`src/rtl/hvsync_decoder.sv`:
```
// hvsync_decoder
//   Receiving side of the VGA timing bundle. Samples hsync/vsync/display
//   from a sync source, recovers the pixel position, verifies the timing
//   against the configured parameter set, declares lock after one clean
//   frame and counts timing violations.
//
// Ports
//   clk          system clock
//   reset        synchronous, active-high reset
//   pix_en       pixel strobe; sampling and counting only when high
//   hsync_in     active-low horizontal sync
//   vsync_in     active-low vertical sync
//   display_in   display-enable from the source
//   hpos_rx      recovered horizontal position
//   vpos_rx      recovered vertical position
//   display_rx   recovered position lies in the visible area
//   locked       timing verified
//   frame_start  one-cycle pulse when locked and position becomes (0,0)
//   sync_err     one-cycle pulse per detected violation
//   err_count    saturating violation count
module hvsync_decoder #(
  parameter int H_DISPLAY = 640,
  parameter int H_FRONT   = 16,
  parameter int H_SYNC    = 96,
  parameter int H_BACK    = 48,
  parameter int V_DISPLAY = 480,
  parameter int V_BOTTOM  = 10,
  parameter int V_SYNC    = 2,
  parameter int V_TOP     = 33
) (
  input  logic       clk,
  input  logic       reset,
  input  logic       pix_en,
  input  logic       hsync_in,
  input  logic       vsync_in,
  input  logic       display_in,
  output logic [9:0] hpos_rx,
  output logic [9:0] vpos_rx,
  output logic       display_rx,
  output logic       locked,
  output logic       frame_start,
  output logic       sync_err,
  output logic [7:0] err_count
);

  localparam int H_SYNC_START = H_DISPLAY + H_FRONT;
  localparam int H_MAX        = H_DISPLAY + H_FRONT + H_SYNC + H_BACK - 1;
  localparam int V_SYNC_START = V_DISPLAY + V_BOTTOM;
  localparam int V_SYNC_END   = V_SYNC_START + V_SYNC - 1;
  localparam int V_MAX        = V_DISPLAY + V_BOTTOM + V_SYNC + V_TOP - 1;

  localparam logic [9:0] H_DISP_C   = 10'(H_DISPLAY);
  localparam logic [9:0] V_DISP_C   = 10'(V_DISPLAY);
  localparam logic [9:0] H_SS_C     = 10'(H_SYNC_START);
  localparam logic [9:0] H_MAX_C    = 10'(H_MAX);
  localparam logic [9:0] H_SYNC_C   = 10'(H_SYNC);
  localparam logic [9:0] V_SS_C     = 10'(V_SYNC_START);
  localparam logic [9:0] V_RISE_C   = 10'(V_SYNC_END + 1);
  localparam logic [9:0] V_MAX_C    = 10'(V_MAX);
  localparam logic [9:0] HLOW_MAX_C = 10'd1023;

  typedef enum logic [1:0] {
    SEARCH = 2'd0,
    CHECK  = 2'd1,
    LOCKED = 2'd2
  } state_t;

  state_t     state;
  state_t     state_nxt;
  logic       h_prev;
  logic       v_prev;
  logic [9:0] hlow;

  logic       h_fall;
  logic       h_rise;
  logic       v_fall;
  logic       v_rise;
  logic [9:0] nxt_h;
  logic [9:0] nxt_v;
  logic       nxt_disp;
  logic       violation;
  logic       frame_hit;
  logic [9:0] hpos_nxt;
  logic [9:0] vpos_nxt;
  logic [9:0] hlow_nxt;

  function automatic logic in_display(input logic [9:0] h, input logic [9:0] v);
    return (h < H_DISP_C) && (v < V_DISP_C);
  endfunction

  // Edge detection, freewheel prediction and timing checks for this sample
  always_comb begin
    h_fall    = h_prev & ~hsync_in;
    h_rise    = ~h_prev & hsync_in;
    v_fall    = v_prev & ~vsync_in;
    v_rise    = ~v_prev & vsync_in;
    nxt_h     = (hpos_rx == H_MAX_C) ? 10'd0 : hpos_rx + 10'd1;
    nxt_v     = vpos_rx;
    violation = 1'b0;
    hpos_nxt  = nxt_h;
    vpos_nxt  = vpos_rx;
    hlow_nxt  = hlow;

    if (hpos_rx == H_MAX_C) begin
      nxt_v = (vpos_rx == V_MAX_C) ? 10'd0 : vpos_rx + 10'd1;
    end else begin
      nxt_v = vpos_rx;
    end
    vpos_nxt = nxt_v;
    nxt_disp = in_display(nxt_h, nxt_v);

    if (state != SEARCH) begin
      // A simultaneous v_fall takes over the horizontal alignment, so the
      // h_fall position check is skipped in that case.
      if (h_fall && !v_fall && (nxt_h != H_SS_C)) begin
        violation = 1'b1;
      end else if (h_rise && (hlow != H_SYNC_C)) begin
        violation = 1'b1;
      end else if (v_fall && ((nxt_v != V_SS_C) || (nxt_h != 10'd0))) begin
        violation = 1'b1;
      end else if (v_rise && ((nxt_v != V_RISE_C) || (nxt_h != 10'd0))) begin
        violation = 1'b1;
      end else if (display_in != nxt_disp) begin
        violation = 1'b1;
      end else if ((nxt_h == H_SS_C) && !h_fall) begin
        violation = 1'b1;
      end else begin
        violation = 1'b0;
      end
    end else begin
      violation = 1'b0;
    end

    frame_hit = (state == LOCKED) && (nxt_h == 10'd0) && (nxt_v == 10'd0);

    // While searching (or on the sample that loses lock) the sync edges
    // re-align the counters; otherwise they simply freewheel.
    if ((state == SEARCH) || violation) begin
      if (v_fall) begin
        hpos_nxt = 10'd0;
        vpos_nxt = V_SS_C;
      end else if (h_fall) begin
        hpos_nxt = H_SS_C;
      end else begin
        hpos_nxt = nxt_h;
      end
    end else begin
      hpos_nxt = nxt_h;
    end

    // The falling-edge sample is itself the first low sample of the pulse.
    if (h_fall) begin
      hlow_nxt = 10'd1;
    end else if (!hsync_in && (hlow != HLOW_MAX_C)) begin
      hlow_nxt = hlow + 10'd1;
    end else begin
      hlow_nxt = hlow;
    end
  end

  // Next-state logic of the lock FSM
  always_comb begin
    state_nxt = state;
    case (state)
      SEARCH: begin
        if (v_fall) begin
          state_nxt = CHECK;
        end else begin
          state_nxt = SEARCH;
        end
      end
      CHECK: begin
        if (violation) begin
          state_nxt = SEARCH;
        end else if (v_fall) begin
          state_nxt = LOCKED;
        end else begin
          state_nxt = CHECK;
        end
      end
      LOCKED: begin
        if (violation) begin
          state_nxt = SEARCH;
        end else begin
          state_nxt = LOCKED;
        end
      end
      default: state_nxt = SEARCH;
    endcase
  end

  // Lock FSM state register
  always_ff @(posedge clk) begin
    if (reset) begin
      state <= SEARCH;
    end else if (pix_en) begin
      state <= state_nxt;
    end else begin
      state <= state;
    end
  end

  // Sample history, recovered position and status outputs
  always_ff @(posedge clk) begin
    if (reset) begin
      h_prev      <= 1'b0;
      v_prev      <= 1'b0;
      hlow        <= 10'd0;
      hpos_rx     <= 10'd0;
      vpos_rx     <= 10'd0;
      display_rx  <= 1'b0;
      locked      <= 1'b0;
      frame_start <= 1'b0;
      sync_err    <= 1'b0;
      err_count   <= 8'd0;
    end else begin
      frame_start <= 1'b0;
      sync_err    <= 1'b0;
      if (pix_en) begin
        h_prev      <= hsync_in;
        v_prev      <= vsync_in;
        hlow        <= hlow_nxt;
        hpos_rx     <= hpos_nxt;
        vpos_rx     <= vpos_nxt;
        display_rx  <= in_display(hpos_nxt, vpos_nxt);
        locked      <= (state_nxt == LOCKED);
        frame_start <= frame_hit;
        sync_err    <= violation;
        if (violation && (err_count != 8'hFF)) begin
          err_count <= err_count + 8'd1;
        end
      end
    end
  end

endmodule

```
`config.mk`:
```
export PLATFORM = sky130hd
export DESIGN_NAME = hvsync_decoder
export DESIGN_NICKNAME = d
export VERILOG_FILES = /design/src/rtl/hvsync_decoder.sv
export SDC_FILE = /design/constraint.sdc
export NUM_CORES = 1
export LEC_CHECK = 0
export CORE_ASPECT_RATIO = 0.7
export CORE_MARGIN = 2
export CORE_UTILIZATION = 40
export CTS_CLUSTER_DIAMETER = 30
export DETAILED_ROUTE_END_ITERATION = 12
export GPL_TIMING_DRIVEN = 0
export PLACE_DENSITY = 0.6
export SYNTH_ARGS = -nofsm -noshare
export SYNTH_HDL_FRONTEND = slang
export SYNTH_SLANG_ARGS = --single-unit
```
`constraint.sdc`:
```
create_clock -name clk -period 7.7 [get_ports clk]
set_input_delay 0.77 -clock clk [delete_from_list [all_inputs] [get_ports clk]]
set_output_delay 0.77 -clock clk [all_outputs]
set_load 0.02 [all_outputs]
```
==> impl_metrics.ini, run 1 <==
[clock_network]
hold_buffers = 0
post_cts_resized = 0
cts_buffers = 5
tritoncts = done
clockRootBuffer = clkbuf_8
path_clk_slew_ps = 100
insertion_delay_ps = 300
cts_buffer_depth = 2
cts_setup_buffers = 0
htree_levels = 2
clock-sinks = 46

[route]
drtIter0Drc = 243
drc = 0
vias = 3134
first_pass_iters = 5
detail_route.wl_per_cell_um = 16.8
ant_nets = 0
wl_um = 9040
vias_per_cell = 5.84

[job]
max_cap_violations = 0

[floorplanning]
coreArea_sq_um = 7350
die_x_um = 109
dieArea_sq_um = 8390
dieHeight_um = 77.3
start_util = 0.417
row_count = 26
io_pins = 38

[worst_setup_path]
cp-start-kind = flip-flop
crit_slowest_cell = dfxtp_1
crit_fanout = 8
path_class = reg -> reg
end_kind = flip-flop
crit_buf_inv = 1
crit_family = simple AND/OR/NAND/NOR gates
arrival_ps = 4000
path_cells = ha_1 -> and4_1 -> clkbuf_1 -> nand4_1 -> o21a_1 -> or3_1 -> nor4_1 -> o22a_2 -> a31oi_1 -> nand2b_1 -> a32o_1
cp.required_ps = 7910
cpPeakStageDelay_ps = 450

[synth]
synth.ff_latch_count = 46
synth_edf_count = 0
synth.distinct_cells = 66
yosysTopAreaCell = dfxtp_1
synth_area_sq_um = 3070
netlist.area_leader.share = 0.300
synth_most_common_cell = dfxtp_1
netlist_instances = 394
avgSynthCellArea_sq_um = 7.78
synthTopCellsByCount = 46 x dfxtp_1, 40 x nor2_1, 34 x nand2_1, 20 x clkbuf_1, 20 x nor3_1
synth-seq-area-share = 0.300
synth_top_flop_cell = dfxtp_1
synth_area_leaders = dfxtp_1 30%, nor2_1 4.9%, nand2_1 4.2%, nor3_1 3.3%, nand4_1 3.1%
ys_warn_count = 0
synthesis.nets = 406
async_flop_share = 0

[finish]
drive_gt1_frac = 0.0661
diodes = 0
final_cells = 537
layout.nets = 450
area_growth_pct = 19.7
fin_util = 0.499

[power_and_ir_drop]
peakVddDrop_mv = 0.0683
power_density_nw_per_um2 = 135
p_leak_nw = 1.27

[worst_hold_path]
min_path_type = reg -> reg

[timing]
period_needed_ps = 3790
fin_setup_tns_ps = 0
fmax_mhz = 264
worst_pin_slew_ps = 956
rsz0062_at_grt = false
drv_slew = 0
fin_crit_sh = 0.492
setup_viol = 0
hold_viol = 0
finalClockSkew_ps = 10.8
worst_hold_slack_ps = 473
relSlewSlack = 0.354

[global_route]
grt_pass1_wl_um = 15100
grt_pass1_vias = 2971
grt_max_degree = 16
overflow = 0
antenna_found_initial = 0
track_usage = 0.226

[placement]
dp.cells = 529
gp_congestion = 0.874
hpwl_um = 6600
io_buffers = 37

[outcome]
status = finished clean
## kinds of logic after synthesis
group           share of synthesized area
xor+xnor                           0.0400
compound gates                      0.200
mux                                0.0396
buf+inv                            0.0526
simple gates                        0.343
flops                               0.300
fa+ha+maj                          0.0245
## placed cells by master (no fill, tap or decap), drive strengths merged, types with 6 or more instances in the layout
master         netlist  final
nor4b                7      7
buf                  7      7
nor4                 8      8
nand2               34     34
nor2                40     40
ha                   6      6
clkdlybuf4s50        0     37
nor3                21     21
o21ai               16     16
nand3               18     18
nor2b               11     11
clkbuf              20     25
a31oi               10     10
nand4               15     15
dfxtp               46     46
a21oi               14     14
mux2                 6      6
and3                 8      8
xor2                 9      9
inv                 11     12
## where the power goes
part	internal (mW)	switching (mW)	total, mW
logic	0.0228	0.0378	0.0605
registers	0.242	0.00532	0.248
clock network	0.0975	0.0913	0.189
## worst reg2reg max path, delay by kind of cell (launching register included)
| kind | cells | cell delay, ps |
|---|---|---|
| simple gates | 5 | 1550 |
| compound gates | 4 | 1000 |
| flops | 1 | 450 |
| fa+ha+maj | 1 | 400 |
| buf+inv | 1 | 290 |
## cell type report
class	count	area, sq um
Clock inverter	3	43.8
Tap cell	98	123
Inverter	11	41.3
Multi-Input combinational cell	310	1980
Clock buffer	5	68.8
Buffer	27	120
Fill cell	741	3680
Sequential cell	46	921
Timing Repair Buffer	37	370
## flip-flops by register name, indices dropped and copies added, names as in the netlist
| signal | count |
|---|---|
| h_prev | 1 |
| hlow | 10 |
| hpos_rx | 10 |
| v_prev | 1 |
| vpos_rx | 10 |
| err_count | 8 |
| locked | 1 |
| display_rx | 1 |
| frame_start | 1 |
| state | 2 |
| sync_err | 1 |
## through the flow
stage / setup slack (ps) / area [sq um] / power, mW
finish: 3910 / 3670 / 0.497
global route: 3570 / 3670 / 0.516
CTS: 3970 / 3670 / 0.500
detailed placement: 4000 / 3560 / 0.313
global placement: 4020 / 3560 / 0.312
floorplan: 4400 / 3070 / 0.290
## path summary, 6_finish.rpt
check | start | end | slack (ps) | depth (start not counted)
worst min register to register | display_rx$_SDFFE_PP0P_ | display_rx$_SDFFE_PP0P_ | 470 | 2
worst min-delay path | display_rx$_SDFFE_PP0P_ | display_rx$_SDFFE_PP0P_ | 470 | 2
worst max register to register | hpos_rx[0]$_SDFFE_PP0P_ | hpos_rx[9]$_SDFFE_PP0P_ | 3910 | 11
worst max-delay path | hpos_rx[0]$_SDFFE_PP0P_ | hpos_rx[9]$_SDFFE_PP0P_ | 3910 | 11
## per-layer routing
metal,global-route usage,vias to the layer above,part of all wire
met3,0.0417,6,0.066
li1,-,1553,-
met4,0.0397,0,0.0059
met1,0.349,1479,0.51
met2,0.324,96,0.42
met5,0,-,0
(Power assumes the default switching activity.)
==> inputs of run 2 (changes only) <==
==> constraint.sdc (replaced) <==
create_clock -name clk -period 3.9 [get_ports clk]
set_input_delay 0.39 -clock clk [delete_from_list [all_inputs] [get_ports clk]]
set_output_delay 0.39 -clock clk [all_outputs]
set_load 0.02 [all_outputs]
==> run 2 against run 1 <==
  * Clock skew shrank 3.3 ps
  * Cell count rose by 0.37%
  * Sequential share of layout area fell by 0.16 points
  * Core utilization grew 0.32 points
  * First-iteration DRC count shrank 2.1%
  * Count of clock-buffer cells in the layout did not move
  * Clock power up 96%
  * Sequential power grew 97%
  * Largest cell class unchanged
==> impl_metrics.ini, run 2 (same netlist as run 1, synthesis figures left out) <==
[outcome]
status = finished clean

[route]
vias = 3164
detail_route.wl_per_cell_um = 16.9
drc = 0
drtIter0Drc = 238
wl_um = 9110
ant_nets = 0
first_pass_iters = 6
vias_per_cell = 5.87

[placement]
gp_congestion = 0.874
io_buffers = 37
dp.cells = 529
hpwl_um = 6600
dpl_worst_slack_ps = 201

[power_and_ir_drop]
power_frac_seq = 0.500
clkPwrFrac = 0.378
p_leak_nw = 1.27
peakVddDrop_mv = 0.132
switching_share = 0.268
cellInternalPower_mw = 0.716
power_density_nw_per_um2 = 265
p_comb_frac = 0.123
p_switching_mw = 0.263

[floorplanning]
coreArea_sq_um = 7350
row_count = 26
dieHeight_um = 77.3
dieArea_sq_um = 8390
die_x_um = 109
start_util = 0.417
io_pins = 38

[clock_network]
insertion_delay_ps = 300
cts_buffers = 5
htree_levels = 2
clock-sinks = 46
clockRootBuffer = clkbuf_8
tritoncts = done
cts_buffer_depth = 2
path_clk_slew_ps = 100

[finish]
drive_gt1_frac = 0.0748
area_growth_pct = 20.5
final_cells = 539
layout_common_cells = 46 x dfxtp_1, 40 x nor2_1, 37 x clkdlybuf4s50_1
layout_commonest_cell = dfxtp_1
diodes = 0
layout.nets = 452
largestRegisters = hlow x10, hpos_rx x10, vpos_rx x10

[global_route]
antenna_found_initial = 0
overflow = 0
track_usage = 0.226
grt_pass1_vias = 2971
grt_max_degree = 16
grt_pass1_wl_um = 15100

[timing]
finalWorstSetupSlack_ps = 276
hold_viol = 0
drv_slew = 0
fin_setup_tns_ps = 0
relSlewSlack = 0.447
setup_viol = 0
worst_pin_slew_ps = 818
fin_crit_sh = 0.929
period_needed_ps = 3620
fmax_mhz = 276
finalClockSkew_ps = 7.50

[worst_setup_path]
path_cells = ha_2 -> and4_1 -> clkbuf_1 -> nand3_1 -> o22ai_1 -> o22a_1 -> nand3_1 -> a21oi_1 -> a31o_2 -> buf_2 -> o21ai_0 -> a21oi_1
end_kind = flip-flop
crit_buf_inv = 2
cpPeakStageDelay_ps = 450
cp-start-kind = flip-flop
critPathLaunch = hpos_rx[0]$_SDFFE_PP0P_
regToRegStartpoint = hpos_rx[0]$_SDFFE_PP0P_
cp.required_ps = 4140
crit_slowest_cell = dfxtp_1
arrival_ps = 3860
path_class = reg -> reg
crit_fanout = 10
crit_family = compound AO/OA/AOI/OAI gates

[job]
max_cap_violations = 0

[worst_hold_path]
min_from = display_rx$_SDFFE_PP0P_
min_path_type = reg -> reg
## run 2: final timing paths
path	endpoint	slack (ps)	cells after the start
worst max-delay path	hpos_rx[7]$_SDFFE_PP0P_	280	12
worst min-delay path	display_rx$_SDFFE_PP0P_	470	2
worst max register to register	hpos_rx[7]$_SDFFE_PP0P_	280	12
worst min register to register	display_rx$_SDFFE_PP0P_	470	2
## run 2: stage by stage
stage	area (sq um)	power [mW]	utilization	hold slack (ps)
after detailed placement	3560	0.618	0.484	458
after global routing	3700	1.02	0.503	506
after CTS	3670	0.987	0.499	476
final	3700	0.978	0.503	471
after global placement	3560	0.617	0.484	450
after floorplan	3070	0.573	-	470
## run 2: power groups by stage
stage                     Combinational (mW)  Sequential (mW)  Clock [mW]
after floorplan                       0.0679            0.505           0
after detailed placement               0.118            0.500           0
final                                  0.120            0.489       0.370
after CTS                              0.119            0.489       0.380
after global placement                 0.117            0.499           0
after global routing                   0.132            0.491       0.397
## run 2: routing by layer
metal	wire [um]	GRT usage
met1	4550	0.349
met3	659	0.0417
met4	44	0.0397
met2	3860	0.324
met5	0	0
## run 2: what timing repair did
| action | CTS | global route |
|---|---|---|
| hold endpoints to repair | 0 | 0 |
| resized for setup | 0 | 2 |
| buffers inserted | 0 | 2 |
| hold buffers | 0 | 0 |
| endpoints found under the setup margin | 0 | 27 |
## run 2: layout make-up
| cell class | instances | area, sq um |
|---|---|---|
| fill | 742 | 3660 |
| timing repair buffer | 39 | 385 |
| multi-input combinational | 310 | 1990 |
| tap | 98 | 123 |
| clock inverter | 3 | 43.8 |
| clock buffer | 5 | 68.8 |
| sequential | 46 | 921 |
| inverter | 11 | 41.3 |
| buffer | 27 | 120 |
## run 2: worst min-delay path, stage by stage (launching register included)
cell and delay (ps):
dfxtp_1 340, nand2_1 50, o21ai_0 60
==> inputs of run 3 (changes only) <==
--- a/config.mk
+++ b/config.mk
@@ -12,6 +12,7 @@
 export DETAILED_ROUTE_END_ITERATION = 12
 export GPL_TIMING_DRIVEN = 0
 export PLACE_DENSITY = 0.6
+export SETUP_SLACK_MARGIN = 0.2
 export SYNTH_ARGS = -nofsm -noshare
 export SYNTH_HDL_FRONTEND = slang
 export SYNTH_SLANG_ARGS = --single-unit
==> run 3 against run 2 <==
  * Register-to-register slack better by 110 ps
  * Highest routed layer unchanged
  * Largest power group unchanged
  * Global-route usage unchanged
  * Via count decreased by 0.51%
  * Critical endpoint is now vpos_rx[1]$_SDFFE_PP0P_
  * Die area did not move
  * Setup slack improved by 110 ps
==> impl_metrics.ini, run 3 (same netlist as run 1, synthesis figures left out) <==
[outcome]
status = finished clean

[floorplanning]
row_count = 26
dieHeight_um = 77.3
coreArea_sq_um = 7350
die_x_um = 109
io_pins = 38
dieArea_sq_um = 8390
start_util = 0.417

[clock_network]
insertion_delay_ps = 300
cts_buffer_depth = 2
clockRootBuffer = clkbuf_8
tritoncts = done
hold_buffers = 0
cts_buffers = 5
htree_levels = 2
path_clk_slew_ps = 100
clock-sinks = 46

[finish]
area_growth_pct = 21.6
layout_common_cells = 46 x dfxtp_1, 40 x nor2_1, 37 x clkdlybuf4s50_1
layout.nets = 452
largestRegisters = hlow x10, hpos_rx x10, vpos_rx x10
final_cells = 539
diodes = 0
layout_commonest_cell = dfxtp_1
drive_gt1_frac = 0.0862

[power_and_ir_drop]
peakVddDrop_mv = 0.133
p_leak_nw = 1.30
power_density_nw_per_um2 = 263
p_comb_frac = 0.123
clkPwrFrac = 0.379
power_frac_seq = 0.498
cellInternalPower_mw = 0.716
p_switching_mw = 0.264
switching_share = 0.270

[timing]
fin_setup_tns_ps = 0
drv_slew = 0
rsz0062_at_grt = true
period_needed_ps = 3510
fmax_mhz = 285
setup_viol = 0
fin_crit_sh = 0.901
worst_pin_slew_ps = 735
finalClockSkew_ps = 11.2
hold_viol = 0
relSlewSlack = 0.498

[global_route]
grt_pass1_wl_um = 15100
track_usage = 0.226
antenna_found_initial = 0
grt_max_degree = 16
overflow = 0
grt_pass1_vias = 2971

[placement]
io_buffers = 37
dp.cells = 529
gp_congestion = 0.874
hpwl_um = 6600

[route]
ant_nets = 0
wl_um = 9100
drtIter0Drc = 249
vias_per_cell = 5.84
first_pass_iters = 5
detail_route.wl_per_cell_um = 16.9
vias = 3148
drc = 0

[worst_setup_path]
regToRegStartpoint = hpos_rx[6]$_SDFFE_PP0P_
cp.required_ps = 4100
end_kind = flip-flop
rrSetupSlack_ps = 390
critPathLaunch = hpos_rx[6]$_SDFFE_PP0P_
crit_fanout = 10
cp-start-kind = flip-flop
arrival_ps = 3720
path_class = reg -> reg

[worst_hold_path]
min_path_type = reg -> reg
min_from = display_rx$_SDFFE_PP0P_

[job]
max_cap_violations = 0
-- run 3: through the flow --
stage | power, mW | utilization | instance area (sq um) | hold WS (ps) | setup WS, ps
4_1_cts | 0.987 | 0.500 | 3670 | 476 | 257
3_5_place_dp | 0.618 | 0.484 | 3560 | 458 | 201
2_1_floorplan | 0.573 | - | 3070 | 470 | 596
5_1_grt | 1.02 | 0.507 | 3730 | 506 | 143
6_report | 0.981 | 0.507 | 3730 | 474 | 388
3_3_place_gp | 0.617 | 0.484 | 3560 | 450 | 218
-- run 3: routing by layer --
metal	vias up	part of all wire	global-route usage	routed length [um]
met1	1479	0.49	0.349	4430
li1	1553	-	-	-
met4	0	0.0071	0.0397	65
met2	109	0.43	0.324	3900
met5	-	0	0	0
met3	7	0.077	0.0417	703
-- run 3: power by group through the flow --
stage	registers, mW	clock network, mW	logic, mW
2_1_floorplan	0.505	0	0.0679
3_3_place_gp	0.499	0	0.117
3_5_place_dp	0.500	0	0.118
4_1_cts	0.489	0.380	0.119
5_1_grt	0.491	0.397	0.132
6_report	0.489	0.371	0.121
-- run 3: path summary, 6_finish.rpt --
path / to / cells past startpoint
worst min register to register: display_rx$_SDFFE_PP0P_ / 2
worst max-delay path: vpos_rx[1]$_SDFFE_PP0P_ / 12
worst max register to register: vpos_rx[1]$_SDFFE_PP0P_ / 12
worst min-delay path: display_rx$_SDFFE_PP0P_ / 2
-- run 3: layout make-up --
class,instances,area (sq um)
Multi-Input combinational cell,310,2030
Fill cell,741,3620
Inverter,11,41.3
Clock buffer,5,68.8
Tap cell,98,123
Buffer,27,121
Timing Repair Buffer,39,385
Sequential cell,46,921
Clock inverter,3,43.8
-- run 3: worst max-delay path, cell delays in order (launching register included) --
cell and delay, ps:
dfxtp_1 330, buf_6 140, or4b_1 490, buf_2 200, or4_4 550, o21ai_2 170, nand3_2 170, a21o_1 200
a21oi_1 290, a31o_2 310, buf_2 270, o21ai_0 150, o211a_1 130
-- run 3: timing repair --
action                     in CTS  in global routing
setup buffers                   0                  2
setup endpoints to repair       6                 29
gates resized for setup         1                  8
pin swaps                       0                  1
